==> src/rtl/wb_port_arbiter_if.sv <==
// rtl/wb_port_arbiter_if.sv - writeback arbiter requester, regfile-write and scoreboard bundle
interface wb_port_arbiter_if #(
  parameter int NUM_REQ    = 4,
  parameter int DATA_WIDTH = 32,
  parameter int PREG_W     = 6
);
  logic [NUM_REQ-1:0]            req_valid_i;
  logic [NUM_REQ*PREG_W-1:0]     req_preg_i;
  logic [NUM_REQ*DATA_WIDTH-1:0] req_data_i;
  logic [NUM_REQ-1:0]            req_ready_o;
  logic                          flush_i;
  logic                          alloc_en_i;
  logic [PREG_W-1:0]             alloc_preg_i;
  logic                          wr1_en_o;
  logic                          wr2_en_o;
  logic [PREG_W-1:0]             wr1_preg_o;
  logic [PREG_W-1:0]             wr2_preg_o;
  logic [DATA_WIDTH-1:0]         wr1_data_o;
  logic [DATA_WIDTH-1:0]         wr2_data_o;
  logic [(2**PREG_W)-1:0]        preg_ready_o;

  modport master (
    output req_valid_i, req_preg_i, req_data_i, flush_i, alloc_en_i, alloc_preg_i,
    input  req_ready_o, wr1_en_o, wr2_en_o, wr1_preg_o, wr2_preg_o,
    input  wr1_data_o, wr2_data_o, preg_ready_o
  );

  modport slave (
    input  req_valid_i, req_preg_i, req_data_i, flush_i, alloc_en_i, alloc_preg_i,
    output req_ready_o, wr1_en_o, wr2_en_o, wr1_preg_o, wr2_preg_o,
    output wr1_data_o, wr2_data_o, preg_ready_o
  );
endinterface

==> src/rtl/wb_port_arbiter.sv <==
// rtl/wb_port_arbiter.sv - two-port round-robin writeback arbiter with preg scoreboard (optional WAW_GUARD_EN)
module wb_port_arbiter #(
  parameter int NUM_REQ    = 4,
  parameter int DATA_WIDTH = 32,
  parameter int PREG_W     = 6
) (
  input logic              clk,
  input logic              rst,
  wb_port_arbiter_if.slave bus
);
  localparam int PTR_W = (NUM_REQ > 1) ? $clog2(NUM_REQ) : 1;
  localparam int NPREG = 2 ** PREG_W;

  logic [PTR_W-1:0]      rr_ptr;
  logic [PTR_W-1:0]      rr_next;
  logic                  gnt_a_vld;
  logic                  gnt_b_vld;
  logic [PTR_W-1:0]      gnt_a_idx;
  logic [PTR_W-1:0]      gnt_b_idx;
  logic [PREG_W-1:0]     preg_a;
  logic [PREG_W-1:0]     preg_b;
  logic [DATA_WIDTH-1:0] data_a;
  logic [DATA_WIDTH-1:0] data_b;
  logic [NUM_REQ-1:0]    grant;
  logic [NPREG-1:0]      ready_q;
  logic [NPREG-1:0]      ready_next;

  // Scan upward from rr_ptr: first valid requester is grant A, the next one grant B
  always_comb begin
    gnt_a_vld = 1'b0;
    gnt_b_vld = 1'b0;
    gnt_a_idx = '0;
    gnt_b_idx = '0;
    for (int k = 0; k < NUM_REQ; k++) begin
      int idx;
      idx = int'(rr_ptr) + k;
      if (idx >= NUM_REQ) idx = idx - NUM_REQ;
      if (bus.req_valid_i[idx]) begin
        if (!gnt_a_vld) begin
          gnt_a_vld = 1'b1;
          gnt_a_idx = PTR_W'(idx);
        end else if (!gnt_b_vld) begin
          gnt_b_vld = 1'b1;
          gnt_b_idx = PTR_W'(idx);
        end
      end
    end
    // Nothing is granted during reset so a held request survives until release
    if (rst) begin
      gnt_a_vld = 1'b0;
      gnt_b_vld = 1'b0;
    end
    preg_a = bus.req_preg_i[int'(gnt_a_idx)*PREG_W +: PREG_W];
    preg_b = bus.req_preg_i[int'(gnt_b_idx)*PREG_W +: PREG_W];
    data_a = bus.req_data_i[int'(gnt_a_idx)*DATA_WIDTH +: DATA_WIDTH];
    data_b = bus.req_data_i[int'(gnt_b_idx)*DATA_WIDTH +: DATA_WIDTH];
`ifdef WAW_GUARD_EN
    // Two writes to the same preg in one cycle: hold B back for a later cycle
    if (gnt_b_vld && (preg_b == preg_a)) gnt_b_vld = 1'b0;
`endif
    grant = '0;
    if (gnt_a_vld) grant[gnt_a_idx] = 1'b1;
    if (gnt_b_vld) grant[gnt_b_idx] = 1'b1;
    bus.req_ready_o = grant;
  end

  // Pointer moves one past the last requester granted this cycle
  always_comb begin
    rr_next = rr_ptr;
    if (gnt_b_vld) begin
      rr_next = (gnt_b_idx == PTR_W'(NUM_REQ - 1)) ? '0 : gnt_b_idx + 1'b1;
    end else if (gnt_a_vld) begin
      rr_next = (gnt_a_idx == PTR_W'(NUM_REQ - 1)) ? '0 : gnt_a_idx + 1'b1;
    end
  end

  // Scoreboard: set on committed writes, then alloc clears (clear wins), preg 0 always ready
  always_comb begin
    ready_next = ready_q;
    if (!bus.flush_i) begin
      if (gnt_a_vld && (preg_a != '0)) ready_next[preg_a] = 1'b1;
      if (gnt_b_vld && (preg_b != '0)) ready_next[preg_b] = 1'b1;
    end
    if (bus.alloc_en_i) ready_next[bus.alloc_preg_i] = 1'b0;
    ready_next[0] = 1'b1;
  end

  // Register pointer, scoreboard and the two regfile write ports
  always_ff @(posedge clk) begin
    if (rst) begin
      rr_ptr         <= '0;
      ready_q        <= '1;
      bus.wr1_en_o   <= 1'b0;
      bus.wr1_preg_o <= '0;
      bus.wr1_data_o <= '0;
      bus.wr2_en_o   <= 1'b0;
      bus.wr2_preg_o <= '0;
      bus.wr2_data_o <= '0;
    end else begin
      rr_ptr         <= rr_next;
      ready_q        <= ready_next;
      bus.wr1_en_o   <= gnt_a_vld && !bus.flush_i && (preg_a != '0);
      bus.wr1_preg_o <= gnt_a_vld ? preg_a : '0;
      bus.wr1_data_o <= gnt_a_vld ? data_a : '0;
      bus.wr2_en_o   <= gnt_b_vld && !bus.flush_i && (preg_b != '0);
      bus.wr2_preg_o <= gnt_b_vld ? preg_b : '0;
      bus.wr2_data_o <= gnt_b_vld ? data_b : '0;
    end
  end

  assign bus.preg_ready_o = ready_q;
endmodule

==> src/flat_wrapper.sv <==
// flat-port wrapper written by rule: the top's interface ports become plain ports
module wb_port_arbiter_flat 
#(
  parameter int NUM_REQ    = 4,
  parameter int DATA_WIDTH = 32,
  parameter int PREG_W     = 6
)
  (clk, rst, bus_req_valid_i, bus_req_preg_i, bus_req_data_i, bus_flush_i, bus_alloc_en_i, bus_alloc_preg_i, bus_req_ready_o, bus_wr1_en_o, bus_wr2_en_o, bus_wr1_preg_o, bus_wr2_preg_o, bus_wr1_data_o, bus_wr2_data_o, bus_preg_ready_o);
  wb_port_arbiter_if #(.NUM_REQ(NUM_REQ), .DATA_WIDTH(DATA_WIDTH), .PREG_W(PREG_W)) bus_i ();
  input logic clk;
  input logic rst;
  input wire logic [$bits(bus_i.req_valid_i)-1:0] bus_req_valid_i;
  input wire logic [$bits(bus_i.req_preg_i)-1:0] bus_req_preg_i;
  input wire logic [$bits(bus_i.req_data_i)-1:0] bus_req_data_i;
  input wire logic [$bits(bus_i.flush_i)-1:0] bus_flush_i;
  input wire logic [$bits(bus_i.alloc_en_i)-1:0] bus_alloc_en_i;
  input wire logic [$bits(bus_i.alloc_preg_i)-1:0] bus_alloc_preg_i;
  output wire logic [$bits(bus_i.req_ready_o)-1:0] bus_req_ready_o;
  output wire logic [$bits(bus_i.wr1_en_o)-1:0] bus_wr1_en_o;
  output wire logic [$bits(bus_i.wr2_en_o)-1:0] bus_wr2_en_o;
  output wire logic [$bits(bus_i.wr1_preg_o)-1:0] bus_wr1_preg_o;
  output wire logic [$bits(bus_i.wr2_preg_o)-1:0] bus_wr2_preg_o;
  output wire logic [$bits(bus_i.wr1_data_o)-1:0] bus_wr1_data_o;
  output wire logic [$bits(bus_i.wr2_data_o)-1:0] bus_wr2_data_o;
  output wire logic [$bits(bus_i.preg_ready_o)-1:0] bus_preg_ready_o;
  assign bus_i.req_valid_i = bus_req_valid_i;
  assign bus_i.req_preg_i = bus_req_preg_i;
  assign bus_i.req_data_i = bus_req_data_i;
  assign bus_i.flush_i = bus_flush_i;
  assign bus_i.alloc_en_i = bus_alloc_en_i;
  assign bus_i.alloc_preg_i = bus_alloc_preg_i;
  assign bus_req_ready_o = bus_i.req_ready_o;
  assign bus_wr1_en_o = bus_i.wr1_en_o;
  assign bus_wr2_en_o = bus_i.wr2_en_o;
  assign bus_wr1_preg_o = bus_i.wr1_preg_o;
  assign bus_wr2_preg_o = bus_i.wr2_preg_o;
  assign bus_wr1_data_o = bus_i.wr1_data_o;
  assign bus_wr2_data_o = bus_i.wr2_data_o;
  assign bus_preg_ready_o = bus_i.preg_ready_o;
  wb_port_arbiter #(.NUM_REQ(NUM_REQ), .DATA_WIDTH(DATA_WIDTH), .PREG_W(PREG_W)) u_core (.clk(clk), .rst(rst), .bus(bus_i));
endmodule
==> config.mk <==
export PLATFORM = sky130hd
export DESIGN_NAME = wb_port_arbiter_flat
export DESIGN_NICKNAME = d
export VERILOG_FILES = /design/src/rtl/wb_port_arbiter_if.sv /design/src/rtl/wb_port_arbiter.sv /design/src/flat_wrapper.sv
export SDC_FILE = /design/constraint.sdc
export NUM_CORES = 1
export LEC_CHECK = 0
export ABC_AREA = 0
export BUFFER_PORTS_ARGS = -buffer_cell sky130_fd_sc_hd__buf_2
export CORE_MARGIN = 1.5
export CORE_UTILIZATION = 52
export DETAILED_ROUTE_END_ITERATION = 12
export PLACE_DENSITY_LB_ADDON = 0.08
export REMOVE_ABC_BUFFERS = 1
export SYNTH_ARGS = -nofsm -noshare
export SYNTH_HDL_FRONTEND = slang
export SYNTH_SLANG_ARGS = --single-unit
==> constraint.sdc <==
create_clock -name clk -period 5.86 [get_ports clk]
set_input_delay 0.293 -clock clk [delete_from_list [all_inputs] [get_ports clk]]
set_output_delay 0.293 -clock clk [all_outputs]
set_load 0.02 [all_outputs]
# Yosys cells after proc, flatten, opt, wreduce, memory -nomap -nowiden
# Index checks and enable logic that the tools add are counted.
[classes]
n_mux = 64
mul = 2
order_cmp = 18
n_addsub = 9
div_mod_pow = 0
n_bitwise = 7
n_eq_ne = 2
reduce_logical = 17
n_shift = 4
[op_table]
columns = ["cell", "n"]
rows = [
  ["two-way mux 64 bit", 5],
  ["variable part select 128 x 8 -> 32 bit", 2],
  ["less-than comparator 32 x 4 -> 1 bit, second input constant", 4],
  ["two-way mux 32 bit", 4],
  ["bitwise OR 64 bit", 2],
  ["greater-or-equal comparator 32 x 4 -> 1 bit, second input constant", 3],
  ["subtractor 32 x 4 -> 32 bit, second input constant", 3],
  ["AND 64 bit", 1],
  ["NOT 64 bit", 1],
  ["variable part select 24 x 32 -> 6 bit", 2],
  ["two-way mux 2 bit", 19],
  ["two-way mux 1 bit", 25],
  ["less-than comparator 6 x 7 -> 1 bit, second input constant", 3],
  ["demux 1 bit (select 6 bit)", 3],
  ["greater-or-equal comparator 6 x 1 -> 1 bit, second input constant", 3],
  ["nonzero test 6 bit", 2],
  ["logical AND 1 bit", 11],
  ["binary-select mux 1 bit (select 2 bit)", 4],
  ["multiplier 2 x 2 -> 4 bit, second input constant", 2],
  ["two-way mux 4 bit", 2],
  ["adder 2 x 2 -> 3 bit, second input constant", 2],
  ["less-than comparator 2 x 3 -> 1 bit, second input constant", 2],
  ["adder 2 x 1 -> 2 bit, second input constant", 2],
  ["demux 1 bit (select 2 bit)", 2],
  ["10 further kinds", 14],
]
[word_totals]
mem_count = 0
out_inout_bits = 146
input_bits = 166
latch_bits = 0
mem_bits_ro = 0
ram_bits = 0
ff_bits = 144

# Longest topological paths before layout
# Gate-level depths: netlist (run 1).
[depth]
word_depth = 26
ltp_mapped = 19
depth_no_buf = 11

# Worst setup path before layout (run 1)
# OpenSTA, ideal clock, no wires.
[synth_timing]
path_type = "reg2out"
from = "register u_core.rr_ptr[0]"
to = "output bus_req_ready_o[1]"
path_buffers = 10
stages_incl_launch_ff = 18
path_slack_ps = 1711
arrival_time_ps = 3856
cell_sequence = "dfxtp_1 > buf_2 > buf_2 > buf_2 > buf_2 > clkbuf_1 > mux4_2 > ha_1 > nand4_1 > o211ai_1 > buf_2 > buf_2 > buf_2 > buf_2 > buf_1 > ha_1 > inv_1 > o21ai_0"
[synth_between]
elab_chain_len = 20
[synth_rtl]
columns = ["element", "line_no", "source"]
rows = [
  ["start: declaration", "wb_port_arbiter.sv:14", "logic [PTR_W-1:0] rr_ptr;"],
  ["start signal: assignment", "wb_port_arbiter.sv:100", "rr_ptr <= rr_next;"],
  ["parallel branches: the longest is 19 deep, another holds subtractor 32 x 4 -> 32 bit", "--", ""],
  ["two-way mux 4 bit (*)", "wb_port_arbiter.sv:63", "if (gnt_b_vld) grant[gnt_b_idx] = 1'b1;"],
  ["end: declaration", "flat_wrapper.sv:18", "output wire logic [$bits(bus_i.req_ready_o)-1:0] bus_req_ready_o;"],
]
# Mark *: on every way between the ends. The select of a mux whose other input is x is not followed.

# Worst setup path in the final report (run 1)
[layout_timing]
from = "register u_core.rr_ptr[0]"
to = "output bus_req_ready_o[0]"
# The elaborated chain is that of the path after synthesis.

==> results of run 1 <==
logic make-up after synthesis:
logic type,Yosys count
compound gates,295
xor+xnor,1
fa+ha+maj,11
buf+inv,116
flops,143
mux,131
other cells,1
simple gates,398
cell type report:
class / instances / share of cell area
Sequential cell: 143 / 0.2444
Antenna cell: 1 / 0.0002136
Timing Repair Buffer: 322 / 0.1412
Clock inverter: 13 / 0.01207
Tap cell: 229 / 0.02446
Multi-Input combinational cell: 837 / 0.5326
Inverter: 20 / 0.006409
Clock buffer: 19 / 0.03867
layer usage:
| metal | global-route usage | up-vias |
|---|---|---|
| li1 | - | 4659 |
| met5 | 0 | - |
| met4 | 0.1771 | 0 |
| met2 | 0.5534 | 580 |
| met1 | 0.4569 | 4810 |
| met3 | 0.06630 | 103 |
cell usage in the layout, fill, tap and decap left out, types with 18 or more instances in the layout:
cell | Yosys | routed
a22oi_1 | 21 | 21
dfxtp_1 | 143 | 143
inv_1 | 18 | 18
mux2i_1 | 54 | 54
a221oi_1 | 23 | 23
and2_1 | 41 | 41
mux4_2 | 34 | 34
o21ai_0 | 29 | 29
a21oi_1 | 52 | 52
nor3_1 | 35 | 35
nor2_1 | 109 | 108
a211oi_1 | 61 | 61
o21ai_1 | 21 | 21
nand3_1 | 43 | 42
buf_2 | 22 | 310
nand2_1 | 52 | 52
mux2_2 | 43 | 43
per-stage QoR:
step	power, uW	area [um2]	setup slack (ps)
2_1_floorplan	3104	9155	-2158
3_3_place_gp	3808	11120	1219
3_5_place_dp	3823	11120	1103
4_1_cts	4933	11710	870.4
5_1_grt	5192	11710	391.7
6_report	4962	11710	831.7
synthesized netlist by cell type (all sizes together) (3+ instances only):
cell and number:
o32a 4, nor4b 8, nand2 52, o211ai 8
mux4 34, a22o 5, and3 11, nand3b 7
a221oi 24, ha 10, nor2b 15, or3b 4
a31oi 15, buf 47, and2 44, o31ai 9
a211oi 63, nand4b 5, o221ai 4, nand2b 14
o21ai 50, mux2i 54, a21oi 54, a32oi 6
nor4 8, nor3b 15, mux2 43, a2111oi 4
dfxtp 143, clkbuf 49, a22oi 22, nand4 4
a211o 3, nor2 111, and3b 6, inv 19
a311oi 9, nor4bb 4, nand3 43, nor3 37
or3 4
how the worst min path moves through the flow:
| stage | from | end | slack (ps) | cells past startpoint |
|---|---|---|---|---|
| floorplan | rst | u_core.rr_ptr[0]$_SDFFE_PP0P_ | 360 | 1 |
| global placement | u_core.bus.preg_ready_o[23]$_SDFF_PP1_ | u_core.bus.preg_ready_o[23]$_SDFF_PP1_ | 480 | 1 |
| detailed placement | u_core.bus.preg_ready_o[53]$_SDFF_PP1_ | u_core.bus.preg_ready_o[53]$_SDFF_PP1_ | 480 | 1 |
| CTS | bus_flush_i | u_core.bus.wr1_en_o$_SDFF_PP0_ | 170 | 2 |
| global route | bus_flush_i | u_core.bus.wr1_en_o$_SDFF_PP0_ | 190 | 2 |
| finish | bus_flush_i | u_core.bus.wr1_en_o$_SDFF_PP0_ | 190 | 2 |
power groups by stage:
stage          combinational [uW]  clock (uW)  sequential (uW)
2_1_floorplan                1630           0             1470
3_3_place_gp                 2560           0             1250
3_5_place_dp                 2580           0             1250
4_1_cts                      2580        1120             1230
5_1_grt                      2780        1160             1250
6_report                     2620        1120             1230
state kept, by name, indices dropped and copies added (netlist names):
register,cells
u_core.bus.preg_ready_o,63
u_core.bus.wr1_data_o,32
u_core.bus.wr1_en_o,1
u_core.bus.wr1_preg_o,6
u_core.bus.wr2_data_o,32
u_core.bus.wr2_en_o,1
u_core.bus.wr2_preg_o,6
u_core.rr_ptr,2
==> qor.txt, run 1 <==
STATUS
------------------------------------------------------------------------------------------------------
Run status                                                                                finished clean

ROUTE
------------------------------------------------------------------------------------------------------
Post-route antenna net violation count                                                               0
Routed Wire Length                                                                            35120 um
Detail-routed net length per standard cell                                                    22.17 um
Met3 WL                                                                                        3036 um
Uppermost metal layer occupied by signal nets                                                     met4
Via density per instance                                                                         6.409
Detailed-route wire length on metal 1                                                         14210 um
DRT Pass-1 Iters                                                                                     6
Overall via count from detail_route                                                              10152
DRC                                                                                                  0
Wire length on met2                                                                           16400 um
Starting DRC count in detailed routing                                                            1056

PWR
------------------------------------------------------------------------------------------------------
Peak supply drop                                                                              281.4 uV
Reported leakage power                                                                     0.004708 uW
Net switching power                                                                            2225 uW
Proportion of total power due to net switching                                                  0.4484
Ratio of total power to cell area                                                         423.6 nW/um2
Proportion of power drawn by combinational gates                                                 0.527
Sequential power share                                                                           0.248
Clk pwr share                                                                                    0.225
Int Power                                                                                      2737 uW

SETUP PATH
------------------------------------------------------------------------------------------------------
Startpoint of the worst register-to-register path                                         u_core.rr_ptr[0]$_SDFFE_PP0P_
Depth of the worst register-to-register path                                                         9
Cell-by-cell trace of the critical path                                                   clkinv_1 -> ha_1 -> mux2i_1 -> nand3_1 -> a21oi_1 -> a31oi_4 -> buf_4 -> inv_1 -> ha_1 -> nand2_1 -> o21ai_0 -> buf_2
Critical path buffer and inverter count                                                              4
Worst-path fanout max                                                                               37
Worst flop-to-flop path endpoint                                                          u_core.bus.preg_ready_o[32]$_SDFF_PP1_
Required time reported for the critical path endpoint                                          5570 ps
Internal reg-to-reg setup slack                                                                 960 ps
Largest stage delay, worst path                                                                 980 ps
Family with the most delay on the worst path                                              buffers and inverters
Element type at the critical path end                                                     primary output
Worst path depth                                                                                    12
Slowest stage cell, crit path                                                                  dfxtp_1
CP startpoint                                                                             u_core.rr_ptr[0]$_SDFFE_PP0P_
Worst path arrival time                                                                        4740 ps
Crit path capture                                                                         bus_req_ready_o[0]
Launching element type of the critical path                                                  flip-flop
Cell mode on critical path                                                                        ha_1
Kind of critical path                                                                     flip-flop to primary output

DIE
------------------------------------------------------------------------------------------------------
Width of the die                                                                              138.9 um
Chip Height                                                                                   138.9 um
Overall die area                                                                             19310 um2
I/O pin count                                                                                      312
Starting density of the core                                                                    0.5332
Core box area                                                                                18020 um2
Number of rows in the core area                                                                     49

CLOCK TREE
------------------------------------------------------------------------------------------------------
Number of buffers added for setup after CTS                                                          0
TritonCTS clock tree                                                                               yes
Insertion delay of the later-clocked pin in the worst-skew pair                                 430 ps
H-tree levels                                                                                        4
Clock Tree Root                                                                              clkbuf_16
Clk sinks                                                                                          143
Clock transition at the register clock pins on the worst setup and hold paths after CTS          70 ps
Number of clock buffers inserted by TritonCTS                                                       17
Number of cells upsized or downsized after cts                                                       0
Hold-fix buffer count after cts                                                                      0
Number of buffers between clock root and the deepest sink                                            2

LOGIC SYNTHESIS
------------------------------------------------------------------------------------------------------
Multiplexer share of the synthesized area                                                       0.1863
Portion of the post-synthesis area used by sequential elements                                  0.2979
Async set-reset flop share out of synthesis                                                          0
Synthesized-area fraction occupied by xor and xnor cells                                     0.0009113
Synth Cell Area                                                                               9610 um2
Area share of and/or/nand/nor cells after synthesis                                             0.2238
Cell count after synthesis                                                                        1096
Synth Area in Compound Gates                                                                    0.2213
Post-synth top area share                                                                       0.2979
EDFF count, synth                                                                                    0
Post-synthesis adder-cell area fraction                                                        0.01419
Post-synth top area cell                                                                       dfxtp_1
Register bit total from synthesis                                                                  143
Distinct cells, synth                                                                               83
Main combinational cell family by area after synthesis                                    simple AND/OR/NAND/NOR gates
Main flop type after synthesis                                                                 dfxtp_1
Synthesis Warnings                                                                                   0
Cell types occupying the most area after synthesis                                        dfxtp_1 (30%), mux4_2 (8.0%), mux2i_1 (5.6%)
Synthesized area divided by synthesized cell count                                           8.769 um2

TIMING
------------------------------------------------------------------------------------------------------
Final hold vios                                                                                      0
Least-Margin Pin Slew                                                                          1351 ps
Minimum clock period after layout                                                              5028 ps
Setup skew after layout                                                                       9.664 ps
Unrepaired setup endpoints after global routing                                                     no
Setup violation total in the final timing report                                                     0
Worst hold-check slack                                                                        194.7 ps
Max Fclk                                                                                     198.9 MHz
Number of pins with negative max-slew slack in the final report                                      0
Headroom to the max-slew limit                                                                 0.09197
Final worst-path cycle share                                                                    0.8581
Setup TNS after final layout                                                                      0 ps

GLOBAL ROUTING
------------------------------------------------------------------------------------------------------
Vias in the first global route                                                                    9088
Wire length of the first global-routing pass                                                  52980 um
Antenna violations before repair                                                                     0
Global-route congestion overflow total                                                               0
Global-route usage over all layers                                                              0.3495
Pin count of the biggest net entering global routing                                               112

CELLS AND AREA
------------------------------------------------------------------------------------------------------
Net count reported at finish                                                                      1517
Footprint of the flip-flops and latches                                                       2863 um2
Multi-input gate area                                                                         6238 um2
Finished Layout Cells                                                                             1584
Syn-to-layout area delta                                                                        21.88%
Final core utilization                                                                          0.6499
Filler cells                                                                                      1543
Proportion of layout cells with a drive suffix above 1                                          0.3464

PLACE
------------------------------------------------------------------------------------------------------
Placer Congestion                                                                               0.9374
Placed Cells incl. Taps                                                                           1551
Final HPWL DP                                                                                 24890 um
I/O Buffers                                                                                        310

RUN
------------------------------------------------------------------------------------------------------
Max_cap viols                                                                                        0

HOLD PATH
------------------------------------------------------------------------------------------------------
Hold crit path type                                                                       input pin to flip-flop

No activity file was read; power rests on OpenSTA's default activity.
==> inputs of run 2 (changes only) <==
--- a/config.mk
+++ b/config.mk
@@ -7,8 +7,10 @@
 export LEC_CHECK = 0
 export ABC_AREA = 0
 export BUFFER_PORTS_ARGS = -buffer_cell sky130_fd_sc_hd__buf_2
+export CORE_ASPECT_RATIO = 2
 export CORE_MARGIN = 1.5
 export CORE_UTILIZATION = 52
+export CTS_CLUSTER_DIAMETER = 40
 export DETAILED_ROUTE_END_ITERATION = 12
 export PLACE_DENSITY_LB_ADDON = 0.08
 export REMOVE_ABC_BUFFERS = 1
==> run 2 against run 1 <==
Compared with the run above: setup slack better by 290 ps; combinational power hardly changed; sequential share of layout area is 0.10 points lower; first-iteration DRC count is 19% lower; count of clock-buffer cells in the layout is 1 higher; critical path depth stayed put; register-to-register slack better by 300 ps; clock skew is 1.1 ps higher; final area is 0.42% higher; via count hardly changed; wire length is 3.2% higher.
==> qor.txt, run 2 (synthesis results as in run 1) <==
CLOCK TREE
------------------------------------------------------------------------------------------------------
Insertion delay of the later-clocked pin in the worst-skew pair                                 440 ps
Clock transition at the register clock pins on the worst setup and hold paths after CTS          60 ps
Number of buffers added for setup after CTS                                                          0
H-tree levels                                                                                        4
Clock Tree Root                                                                              clkbuf_16
Hold-fix buffer count after cts                                                                      0
Number of buffers between clock root and the deepest sink                                            2
Number of clock buffers inserted by TritonCTS                                                       17
Clk sinks                                                                                          143
TritonCTS clock tree                                                                               yes
Number of cells upsized or downsized after cts                                                       0

PWR
------------------------------------------------------------------------------------------------------
Reported leakage power                                                                     0.004729 uW
Ratio of total power to cell area                                                         426.8 nW/um2
Peak supply drop                                                                              223.1 uV

HOLD PATH
------------------------------------------------------------------------------------------------------
Worst min-delay path startpoint                                                            bus_flush_i
Hold crit path type                                                                       input pin to flip-flop
Hold Crit Endpoint                                                                        u_core.bus.wr1_en_o$_SDFF_PP0_
Worst hold path depth                                                                                2

CELLS AND AREA
------------------------------------------------------------------------------------------------------
Footprint of the flip-flops and latches                                                       2863 um2
Net count reported at finish                                                                      1522
Proportion of layout cells with a drive suffix above 1                                          0.3473
Commonest non-fill, non-tap cell in the layout                                                   buf_2
Filler cells                                                                                      1606
Syn-to-layout area delta                                                                        22.39%
Multi-input gate area                                                                         6243 um2
Flip-flop count of the largest register, all copies and words added                                 63
Highest-count cells in the layout ignoring fill and taps                                  buf_2 (310), dfxtp_1 (143), nor2_1 (108)

DIE
------------------------------------------------------------------------------------------------------
I/O pin count                                                                                      312
Chip Height                                                                                   195.3 um
Width of the die                                                                              99.13 um
Overall die area                                                                             19360 um2
Core box area                                                                                18220 um2
Starting density of the core                                                                    0.5275
Number of rows in the core area                                                                     70

TIMING
------------------------------------------------------------------------------------------------------
Final hold vios                                                                                      0
Worst-case setup margin in the final layout                                                    1125 ps
Headroom to the max-slew limit                                                                 0.06003
Unrepaired setup endpoints after global routing                                                     no
Least-Margin Pin Slew                                                                          1398 ps
Number of pins with negative max-slew slack in the final report                                      0
Setup TNS after final layout                                                                      0 ps
Max Fclk                                                                                     211.2 MHz
Final worst-path cycle share                                                                    0.8080
Setup skew after layout                                                                       10.78 ps
Setup violation total in the final timing report                                                     0
Minimum clock period after layout                                                              4735 ps

GLOBAL ROUTING
------------------------------------------------------------------------------------------------------
Global-route congestion overflow total                                                               0
Vias in the first global route                                                                   10108
Wire length of the first global-routing pass                                                  54830 um
Antenna violations before repair                                                                     1
Global-route usage over all layers                                                              0.3685
Pin count of the biggest net entering global routing                                               112

SETUP PATH
------------------------------------------------------------------------------------------------------
Internal reg-to-reg setup slack                                                                1260 ps
Element type at the critical path end                                                     primary output
Worst path arrival time                                                                        4440 ps
Worst flop-to-flop path endpoint                                                          u_core.bus.preg_ready_o[14]$_SDFF_PP1_
Worst-path fanout max                                                                               27
Launching element type of the critical path                                                  flip-flop
Startpoint of the worst register-to-register path                                         u_core.rr_ptr[0]$_SDFFE_PP0P_
CP startpoint                                                                             u_core.rr_ptr[0]$_SDFFE_PP0P_
Kind of critical path                                                                     flip-flop to primary output
Depth of the worst register-to-register path                                                        10
Required time reported for the critical path endpoint                                          5570 ps

ROUTE
------------------------------------------------------------------------------------------------------
Post-route antenna net violation count                                                               0
DRT Pass-1 Iters                                                                                     5
Overall via count from detail_route                                                              10143
Routed Wire Length                                                                            36240 um
Starting DRC count in detailed routing                                                             860
Detail-routed net length per standard cell                                                    23.00 um
DRC                                                                                                  0
Via density per instance                                                                         6.436

RUN
------------------------------------------------------------------------------------------------------
Max_cap viols                                                                                        0

PLACE
------------------------------------------------------------------------------------------------------
I/O Buffers                                                                                        310
Place WS                                                                                       1471 ps
Final HPWL DP                                                                                 27400 um
Placer Congestion                                                                               0.9799

STATUS
------------------------------------------------------------------------------------------------------
Run status                                                                                finished clean

## run 2: cell count changes in the layout (fill, tap and decap cells not counted), moves of 2 or more
cell        change
clkbuf_1        +2
buf_4           +4
inv_8           -4
inv_6           -2
bufinv_16       +2
clkinvlp_4      +3
## run 2: critical path, cell delays in order, from the launching register on
cell	delay [ps]
dfxtp_1	760
buf_4	400
nor4_1	100
a22oi_1	250
o31a_1	450
a21oi_1	180
a31oi_4	730
buf_4	450
inv_1	110
ha_1	190
nand2_1	50
o21ai_0	120
buf_2	210
## run 2: per-layer routing
| metal | share of wire | track usage | wire (um) | vias to the layer above |
|---|---|---|---|---|
| met2 | 0.53 | 0.6797 | 19050 | 570 |
| met3 | 0.062 | 0.06228 | 2247 | 165 |
| met4 | 0.086 | 0.3036 | 3118 | 0 |
| li1 | - | - | - | 4657 |
| met5 | 0 | 0 | 0 | - |
| met1 | 0.33 | 0.3460 | 11830 | 4751 |
## run 2: cell type report
class,count,area share
Multi-Input combinational cell,837,0.5308
Clock buffer,20,0.03797
Timing Repair Buffer,327,0.1449
Tap cell,216,0.02298
Inverter,20,0.006382
Clock inverter,12,0.01340
Antenna cell,1,0.0002127
Sequential cell,143,0.2434
## run 2: power by group
group	leakage, uW	switching [uW]	internal, uW
combinational	0.00327	1680	976
clock	0.000287	460	684
sequential	0.00117	73.3	1150
total	0.00473	2210	2810
## run 2: worst max-delay path by stage
stage	slack, ps	endpoint	depth (start not counted)
2_1_floorplan	-2160	u_core.bus.preg_ready_o[28]$_SDFF_PP1_	9
3_3_place_gp	1570	u_core.bus.preg_ready_o[32]$_SDFF_PP1_	9
3_5_place_dp	1470	u_core.bus.preg_ready_o[32]$_SDFF_PP1_	9
4_1_cts	1130	bus_req_ready_o[0]	12
5_1_grt	820	bus_req_ready_o[0]	12
6_report	1130	bus_req_ready_o[0]	12
## run 2: stage by stage
stage / hold WS, ps / power, uW / instances / utilization / area (um2)
2_1_floorplan: 362.1 / 3104 / 1000 / - / 9155
3_3_place_gp: 477.2 / 3835 / 1543 / 0.6124 / 11160
3_5_place_dp: 483.8 / 3857 / 1543 / 0.6124 / 11160
4_1_cts: 165.1 / 4995 / 1575 / 0.6455 / 11760
5_1_grt: 177.7 / 5257 / 1576 / 0.6457 / 11760
6_report: 174.9 / 5021 / 1576 / 0.6457 / 11760
